===== src/rtl/dma_sequencer.sv =====
// DMA sequencer: requests the control matrix, loads MAR or PC, then streams a
// burst of source words onto the write bus. Every output is registered.
module dma_sequencer #(
    parameter int width        = 16,
    parameter int len_width    = 8,
    parameter int appr_timeout = 16
) (
    input  logic                 clk,
    input  logic                 rst,
    input  logic                 start,
    input  logic [1:0]           mode,
    input  logic [width-1:0]     base_addr,
    input  logic [len_width-1:0] len,
    input  logic [width-1:0]     data_in,
    input  logic                 data_valid,
    output logic                 data_ready,
    input  logic                 dma_appr,
    output logic                 cpu_dma_req,
    output logic                 cpu_rst,
    output logic [2:0]           we_out,
    output logic                 mar_incr,
    output logic [width-1:0]     bus_data,
    output logic                 busy,
    output logic                 done,
    output logic                 err
);
    localparam int cnt_w = $clog2(appr_timeout + 1);
    localparam logic [cnt_w-1:0] cnt_last = cnt_w'(appr_timeout - 1);

    typedef enum logic [3:0] {
        IDLE      = 4'd0,
        REQ       = 4'd1,
        LDMAR     = 4'd2,
        LDPC      = 4'd3,
        WAIT_DATA = 4'd4,
        WRITE     = 4'd5,
        INCR      = 4'd6,
        RELEASE   = 4'd7,
        FIN       = 4'd8
    } state_t;

    state_t               state_r;
    state_t               nxt_s;
    logic [cnt_w-1:0]     cnt_r;
    logic [len_width-1:0] rem_r;
    logic [width-1:0]     base_r;
    logic                 pc_load_r;
    logic                 abort_r;
    logic                 idle_like_s;
    logic                 accept_s;
    logic                 zero_len_s;
    logic                 reserved_s;
    logic                 in_dma_s;
    logic                 abort_set_s;

    // Start decode, abort detection and next-state selection.
    always_comb begin
        idle_like_s = (state_r == IDLE) || (state_r == FIN);
        accept_s    = idle_like_s && start &&
                      ((mode == 2'b01) || ((mode == 2'b00) && (len != '0)));
        zero_len_s  = idle_like_s && start && (mode == 2'b00) && (len == '0);
        reserved_s  = idle_like_s && start && mode[1];
        in_dma_s    = state_r inside {LDMAR, LDPC, WAIT_DATA, WRITE, INCR};
        abort_set_s = (in_dma_s && !dma_appr) ||
                      ((state_r == REQ) && !dma_appr && (cnt_r >= cnt_last));
        nxt_s       = IDLE;
        case (state_r)
            IDLE, FIN: begin
                if (accept_s) nxt_s = REQ;
                else          nxt_s = IDLE;
            end
            REQ: begin
                if (dma_appr)                nxt_s = pc_load_r ? LDPC : LDMAR;
                else if (cnt_r >= cnt_last)  nxt_s = RELEASE;
                else                         nxt_s = REQ;
            end
            LDMAR: begin
                if (dma_appr) nxt_s = WAIT_DATA;
                else          nxt_s = RELEASE;
            end
            LDPC: nxt_s = RELEASE;
            WAIT_DATA: begin
                if (!dma_appr)       nxt_s = RELEASE;
                else if (data_valid) nxt_s = WRITE;
                else                 nxt_s = WAIT_DATA;
            end
            // rem_r still holds the count including the word being written
            WRITE: begin
                if (!dma_appr)                     nxt_s = RELEASE;
                else if (rem_r <= len_width'(1))   nxt_s = RELEASE;
                else                               nxt_s = INCR;
            end
            INCR: begin
                if (dma_appr) nxt_s = WAIT_DATA;
                else          nxt_s = RELEASE;
            end
            RELEASE: nxt_s = FIN;
            default: nxt_s = IDLE;
        endcase
    end

    // State, transfer context and outputs decoded from the state being entered.
    always_ff @(posedge clk or negedge rst) begin
        if (!rst) begin
            state_r     <= IDLE;
            cnt_r       <= '0;
            rem_r       <= '0;
            base_r      <= '0;
            pc_load_r   <= 1'b0;
            abort_r     <= 1'b0;
            cpu_dma_req <= 1'b0;
            cpu_rst     <= 1'b0;
            busy        <= 1'b0;
            we_out      <= 3'b000;
            mar_incr    <= 1'b0;
            data_ready  <= 1'b0;
            bus_data    <= '0;
            done        <= 1'b0;
            err         <= 1'b0;
        end else begin
            state_r <= nxt_s;
            if (accept_s) begin
                pc_load_r <= mode[0];
                base_r    <= base_addr;
                rem_r     <= len;
                cnt_r     <= '0;
                abort_r   <= 1'b0;
            end else if ((state_r == REQ) && (cnt_r < cnt_last)) begin
                cnt_r <= cnt_r + cnt_w'(1);
            end else if ((state_r == WRITE) && (rem_r != '0)) begin
                rem_r <= rem_r - len_width'(1);
            end
            if (abort_set_s) begin
                abort_r <= 1'b1;
            end

            cpu_dma_req <= 1'b0;
            cpu_rst     <= 1'b0;
            busy        <= 1'b0;
            we_out      <= 3'b000;
            mar_incr    <= 1'b0;
            data_ready  <= 1'b0;
            bus_data    <= '0;
            done        <= zero_len_s;
            err         <= reserved_s;
            case (nxt_s)
                REQ: begin
                    cpu_dma_req <= 1'b1;
                    cpu_rst     <= 1'b1;
                    busy        <= 1'b1;
                end
                LDMAR, LDPC: begin
                    cpu_dma_req <= 1'b1;
                    cpu_rst     <= 1'b1;
                    busy        <= 1'b1;
                    we_out      <= (nxt_s == LDPC) ? 3'b100 : 3'b101;
                    bus_data    <= base_r;
                end
                WAIT_DATA: begin
                    cpu_dma_req <= 1'b1;
                    cpu_rst     <= 1'b1;
                    busy        <= 1'b1;
                    data_ready  <= 1'b1;
                end
                WRITE: begin
                    cpu_dma_req <= 1'b1;
                    cpu_rst     <= 1'b1;
                    busy        <= 1'b1;
                    we_out      <= 3'b011;
                    bus_data    <= data_in;
                end
                INCR: begin
                    cpu_dma_req <= 1'b1;
                    cpu_rst     <= 1'b1;
                    busy        <= 1'b1;
                    mar_incr    <= 1'b1;
                end
                // cpu_rst alone forces the control matrix back to a clean state
                RELEASE: begin
                    cpu_rst <= 1'b1;
                    busy    <= 1'b1;
                end
                FIN: begin
                    done <= !abort_r;
                    err  <= abort_r;
                end
                default: begin
                    cpu_dma_req <= 1'b0;
                end
            endcase
        end
    end
endmodule


===== config.mk =====
export PLATFORM = sky130hd
export DESIGN_NAME = dma_sequencer
export DESIGN_NICKNAME = d
export VERILOG_FILES = /design/src/rtl/dma_sequencer.sv
export SDC_FILE = /design/constraint.sdc
export NUM_CORES = 1
export LEC_CHECK = 0
export BUFFER_PORTS_ARGS = -buffer_cell sky130_fd_sc_hd__buf_2
export CAP_MARGIN = 15
export CORE_ASPECT_RATIO = 1.75
export CORE_MARGIN = 4
export CORE_UTILIZATION = 58
export CTS_BUF_LIST = sky130_fd_sc_hd__clkbuf_8
export DETAILED_ROUTE_END_ITERATION = 8
export PLACE_DENSITY = 0.87
export RECOVER_POWER = 50
export SLEW_MARGIN = 15
export SYNTH_ARGS = -nofsm -noshare
export SYNTH_HDL_FRONTEND = slang
export SYNTH_SLANG_ARGS = --single-unit

===== constraint.sdc =====
create_clock -name clk -period 4.39 [get_ports clk]
set_input_delay 0.439 -clock clk [delete_from_list [all_inputs] [get_ports clk]]
set_output_delay 0.439 -clock clk [all_outputs]
set_load 0.01 [all_outputs]

# Word level (Yosys, flattened, before mapping)
# Cells that the tools add are included.
[op_classes]
addsub = 2
order_cmp = 3
n_eq_ne = 18
mux = 26
reduce_logical = 31
[ops]
columns = ["op", "n"]
rows = [
  ["4-bit by 3-bit == test with 1-bit output, second input constant", 8],
  ["16-bit case mux with 2 select lines", 1],
  ["4-bit case mux with 7 select lines", 1],
  ["8-bit 2-to-1 mux", 3],
  ["4-bit by 2-bit == test with 1-bit output, second input constant", 4],
  ["8-bit nonzero test", 2],
  ["1-bit 2-to-1 mux", 14],
  ["1-bit logical AND", 11],
  ["5-bit 2-to-1 mux", 2],
  ["4-bit by 1-bit == test with 1-bit output, second input constant", 2],
  ["4-bit == test, second input constant", 2],
  ["8-bit by 1-bit less-or-equal comparator with 1-bit output, second input constant", 1],
  ["8-bit logical NOT", 1],
  ["8-bit by 1-bit subtractor with 8-bit output, second input constant", 1],
  ["7-bit OR reduction", 1],
  ["3-bit 2-to-1 mux", 2],
  ["3-bit case mux with 2 select lines", 1],
  ["2-bit nonzero test", 3],
  ["2-bit OR reduction", 3],
  ["6-bit OR reduction", 1],
  ["5-bit by 1-bit adder with 5-bit output, second input constant", 1],
  ["5-bit by 4-bit >= comparator with 1-bit output, second input constant", 1],
  ["5-bit by 4-bit less-than comparator with 1-bit output, second input constant", 1],
  ["5-bit nonzero test", 1],
  ["other kinds (8)", 12],
]
[totals]
reg_bits = 60
output_inout_bits = 26

# Longest topological paths before layout
[logic_depth]
ltp_word = 9
depth_mapped = 7
mapped_depth_nobuf = 7

# Least setup slack after synthesis
# No wires, ideal clock.
[synth_path]
path_kind = "input to register"
startpoint = "input port len[2]"
endpoint = "register cpu_dma_req"
setup_time_ns = 0.125
arrival_time_ns = 1.873
t_required_ns = 4.265
setup_slack_ns = 2.392
path_stages = 7
path_buffers = 2
cell_sequence = "nor4_2 nand3_1 and2_1 clkbuf_2 or3_1 buf_2 mux2_4"
[synth_between]
elab_chain_len = 9
elab_cells_between_ends = 14
classes_between = "eq/ne: 6; mux: 3; reduce/logical: 5"
[synth_rtl]
columns = ["element", "line", "text"]
rows = [
  ["start, declared", "13", "input logic [len_width-1:0] len,"],
  ["8-bit nonzero test *", "60", "((mode == 2'b01) || ((mode == 2'b00) && (len != '0)));"],
  ["1-bit logical AND *", "60", ""],
  ["1-bit logical OR *", "60", ""],
  ["1-bit logical AND *", "59", "accept_s = idle_like_s && start &&"],
  ["1-bit 2-to-1 mux *", "69", "if (accept_s) nxt_s = REQ;"],
  ["4-bit case mux with 7 select lines *", "67", "case (state_r)"],
  ["net nxt_s[0]", "43", "state_t nxt_s;"],
  ["4-bit by 2-bit == test with 1-bit output (tied with other cells)", "146", "case (nxt_s)"],
  ["6-bit OR reduction (no line) *", "n/a", ""],
  ["1-bit 2-to-1 mux *", "146", ""],
  ["end signal, assigned", "148", "cpu_dma_req <= 1'b1;"],
  ["end signal, assigned", "153", "cpu_dma_req <= 1'b1;"],
  ["end signal, assigned", "160", "cpu_dma_req <= 1'b1;"],
  ["end, declared", "18", "output logic cpu_dma_req,"],
]
# Mark *: on every way through the listed nets, which the timed path passes. The rest lies on a longest branch.
# A chain may end at the register's enable or synchronous reset.

# Worst setup path in the final report
[layout_path]
startpoint = "register state_r[0]"
endpoint = "register cpu_dma_req"
[layout_between]
elab_chain_len = 9
elab_cells_between_ends = 24
classes_between = "eq/ne: 14; mux: 3; reduce/logical: 7"
[layout_rtl]
columns = ["element", "line", "text"]
rows = [
  ["start, declared", "42", "state_t state_r;"],
  ["start signal, assigned", "121", "state_r <= nxt_s;"],
  ["4-bit == test / 4-bit logical NOT (equally long branches)", "58, 67", ""],
  ["1-bit logical OR", "58", "idle_like_s = (state_r == IDLE) || (state_r == FIN);"],
  ["1-bit logical AND (2 in series)", "59", ""],
  ["1-bit 2-to-1 mux", "69", ""],
  ["4-bit case mux with 7 select lines *", "67", ""],
  ["4-bit by 2-bit == test with 1-bit output (tied with other cells)", "146", ""],
  ["6-bit OR reduction (no line) *", "n/a", ""],
  ["1-bit 2-to-1 mux *", "146", ""],
]
# Mark *: on every way between the ends. The rest lies on a longest branch, timed or not.

==> results.json <==
{
  "status": "finished clean",
  "maxCapViolCount": 0,
  "clk_path_buf_depth": 2,
  "switching_share_pct": 34.7,
  "tightest_slew_ns": 0.959,
  "yosys.area_share.simple_pct": 21.1,
  "io_pins": 73,
  "nFillCells": 328,
  "synth_compound_area_share_pct": 14.8,
  "synth_top_family_by_area": "simple AND/OR/NAND/NOR gates",
  "numPortBuffers": 72,
  "ys_seq_elements": 60,
  "critPathLaunchType": "flop",
  "synth.largest_area_cell": "dfrtp_1",
  "cp_max_fo": 24,
  "cts.repair.resized": 0,
  "relSlewSlack_pct": 35.8,
  "hold_viol_final": 0,
  "yosysWarnings": 0,
  "n_antenna_cell": 0,
  "cts_tree": "done",
  "firstDrtPassIters": 4,
  "antenna_found_initial": 0,
  "fin_crit_sh_pct": 58.6,
  "r2r_setup_slack_ns": 1.82,
  "syn-num-nets": 309,
  "layout_min_cycle_time_ns": 2.57,
  "cp_slowest_cell": "and2_1",
  "die-area_um2": 5770,
  "synthAdderAreaFrac_pct": 1.89,
  "routed_via_density": 5.72,
  "leakage_nw": 1.62,
  "setup_viol": 0,
  "drc": 0,
  "powerDensity_nw_per_um2": 667,
  "wl_per_cell_um": 16.1,
  "skew_ns": 0.00480,
  "path_cells": "nand2b_1, nor4_2, and2_1, or3_1, mux2_4",
  "drive_above_1_share_pct": 26.3,
  "path_class": "flop to flop",
  "fin_nets": 378,
  "coreArea_um2": 4400,
  "p_total_mw": 2.15,
  "p_clk_share_pct": 26.6,
  "fp-row-count": 32,
  "yosysTopAreaCellShare_pct": 56.6,
  "die_h_um": 97.5,
  "synth_area_leaders": "dfrtp_1, nand2_1, a22o_1, nor2_1, a21oi_1",
  "globalplace.congestion": 0.785,
  "start_util_pct": 60.3,
  "pwr-share-seq_pct": 43.4,
  "ys_seq_area_share_pct": 56.6,
  "cp.arrival_ns": 2.80,
  "syn_area_um2": 2660,
  "cts_buffers": 9,
  "r2r_cells": 5,
  "clkSlewWorstSetupHoldPaths_ns": 0.06,
  "synthXorXnorAreaFrac_pct": 0.660,
  "vias": 2186,
  "hold_path.class": "input port to asynchronous set/reset pin",
  "grt_max_degree": 61,
  "slew_violations": 0,
  "critPathRequiredTime_ns": 4.61,
  "synthArstFlopShare_pct": 100,
  "cts_sinks": 60,
  "r2r_start": "state_r[0]$_DFF_PN0_",
  "rsz0062_at_grt": "no",
  "hpwlAfterDp_um": 4340,
  "r2r_end": "cpu_dma_req$_DFF_PN0_",
  "cts_hold_buf": 0,
  "h-tree-depth": 3,
  "synth-edff-count": 0,
  "ir_drop_mv": 0.536,
  "synth_flop_cell": "dfrtp_1",
  "power.switching_mw": 0.746,
  "avgSynthCellArea_um2": 10.3,
  "grt.total_usage_pct": 23.3,
  "fmax_mhz": 388,
  "grt_overflow": 0,
  "synth_mux_area_share_pct": 0.943,
  "tns_ns": 0,
  "die_x_um": 59.1,
  "grt_pass1_vias": 2217,
  "drt_iter0_markers": 81,
  "routed_wl_um": 6150,
  "grt_pass1_wl_um": 9980,
  "critPathMaxStageDelay_ns": 0.74,
  "drtAntennaViolNets": 0,
  "cts-root-buf": "clkbuf_8",
  "pwr-share-comb_pct": 30.0,
  "post-cts-setup-buffer-count": 0,
  "synth_cells": 258,
  "worstSkewPairLatency_ns": 0.34,
  "end_kind": "flop",
  "p_int_mw": 1.41,
  "synthToLayoutAreaGrowth_pct": 21.5,
  "synth.distinct_cells": 49
}
[power groups by stage]
stage / Clock, mW / Combinational (mW) / Sequential, mW
after floorplan: 0 / 0.489 / 0.904
after global placement: 0 / 0.618 / 0.919
after detailed placement: 0 / 0.647 / 0.938
after CTS: 0.576 / 0.656 / 0.930
after global routing: 0.605 / 0.725 / 0.960
final: 0.572 / 0.646 / 0.934
[layer usage]
| layer | wire, um | vias to the layer above | share of wire [%] | track usage [%] |
|---|---|---|---|---|
| met4 | 276 | 0 | 4.5 | 17.1 |
| met1 | 2240 | 1032 | 36 | 25.7 |
| met5 | 0 | - | 0 | 0 |
| met2 | 3270 | 96 | 53 | 37.6 |
| li1 | - | 1030 | - | - |
| met3 | 361 | 28 | 5.9 | 4.79 |
[worst max path at each step]
stage	from	to	slack, ns	cells after the start
6_report	state_r[0]$_DFF_PN0_	cpu_dma_req$_DFF_PN0_	1.82	5
5_1_grt	state_r[0]$_DFF_PN0_	cpu_dma_req$_DFF_PN0_	1.64	5
4_1_cts	state_r[0]$_DFF_PN0_	cpu_dma_req$_DFF_PN0_	1.82	5
3_5_place_dp	state_r[0]$_DFF_PN0_	cpu_dma_req$_DFF_PN0_	1.86	5
3_3_place_gp	state_r[0]$_DFF_PN0_	cpu_dma_req$_DFF_PN0_	1.91	5
2_1_floorplan	len[2]	cpu_dma_req$_DFF_PN0_	2.39	7
[cell families (layout without fill, tap and decap cells)]
logic type      Yosys count  after routing
simple gates            116            116
flops                    60             60
compound gates           52             52
buf+inv                  22             95
fa+ha+maj                 4              4
xor+xnor                  2              2
mux                       2              2
[placed cells by master, fill, tap and decap left out, types with 3 or more instances in the layout]
cell type / instances
nor4_1: 3
clkbuf_8: 12
inv_1: 7
nand3_1: 9
nor2_1: 18
o21ai_0: 7
nor3_1: 3
clkbuf_1: 11
a22o_1: 17
buf_2: 61
ha_1: 4
and2_1: 4
nand2_1: 62
nand2b_1: 4
dfrtp_1: 60
a21oi_1: 10
[cells in the mapped netlist, types with 2 or more instances]
| library cell | n |
|---|---|
| a211oi_1 | 2 |
| a21oi_1 | 10 |
| a22o_1 | 17 |
| and2_1 | 4 |
| buf_2 | 7 |
| buf_4 | 2 |
| clkbuf_1 | 4 |
| dfrtp_1 | 60 |
| ha_1 | 4 |
| inv_1 | 7 |
| nand2_1 | 62 |
| nand2b_1 | 4 |
| nand3_1 | 9 |
| nor2_1 | 18 |
| nor3_1 | 3 |
| nor4_1 | 3 |
| nor4_2 | 2 |
| o21ai_0 | 7 |
| o21bai_1 | 2 |
| o22ai_1 | 2 |
[sequential cells by signal, indices dropped and copies added, names as in the netlist, 3 cells and up]
name	cells
bus_data	16
cnt_r	5
base_r	16
we_out	3
state_r	4
rem_r	8
[layout make-up]
class / instances / area, um2 / share of cell area, %
clock buffers: 12 / 165 / 5.12
repair buffers: 73 / 354 / 11.0
inverters: 7 / 26.3 / 0.815
flip-flops and latches: 60 / 1500 / 46.5
multi-input cells: 176 / 1050 / 32.4
clock inverters: 3 / 68.8 / 2.13
well taps: 51 / 63.8 / 1.98
[critical path, delay by kind of cell (launching register included)]
family        cells  cell delay (ns)
simple gates      4             1.64
mux               1             0.33
flops             1             0.48
[stage by stage]
stage	worst slack (ns)	area [um2]	hold WS [ns]	utilization, %	cells
after floorplan	2.39	2660	0.143	-	258
after global placement	1.91	3010	0.458	68.2	367
after detailed placement	1.86	3010	0.464	68.2	367
after CTS	1.82	3240	0.273	73.6	382
after global routing	1.64	3230	0.298	73.2	382
final	1.82	3230	0.228	73.2	382
(Power assumes the default switching activity.)
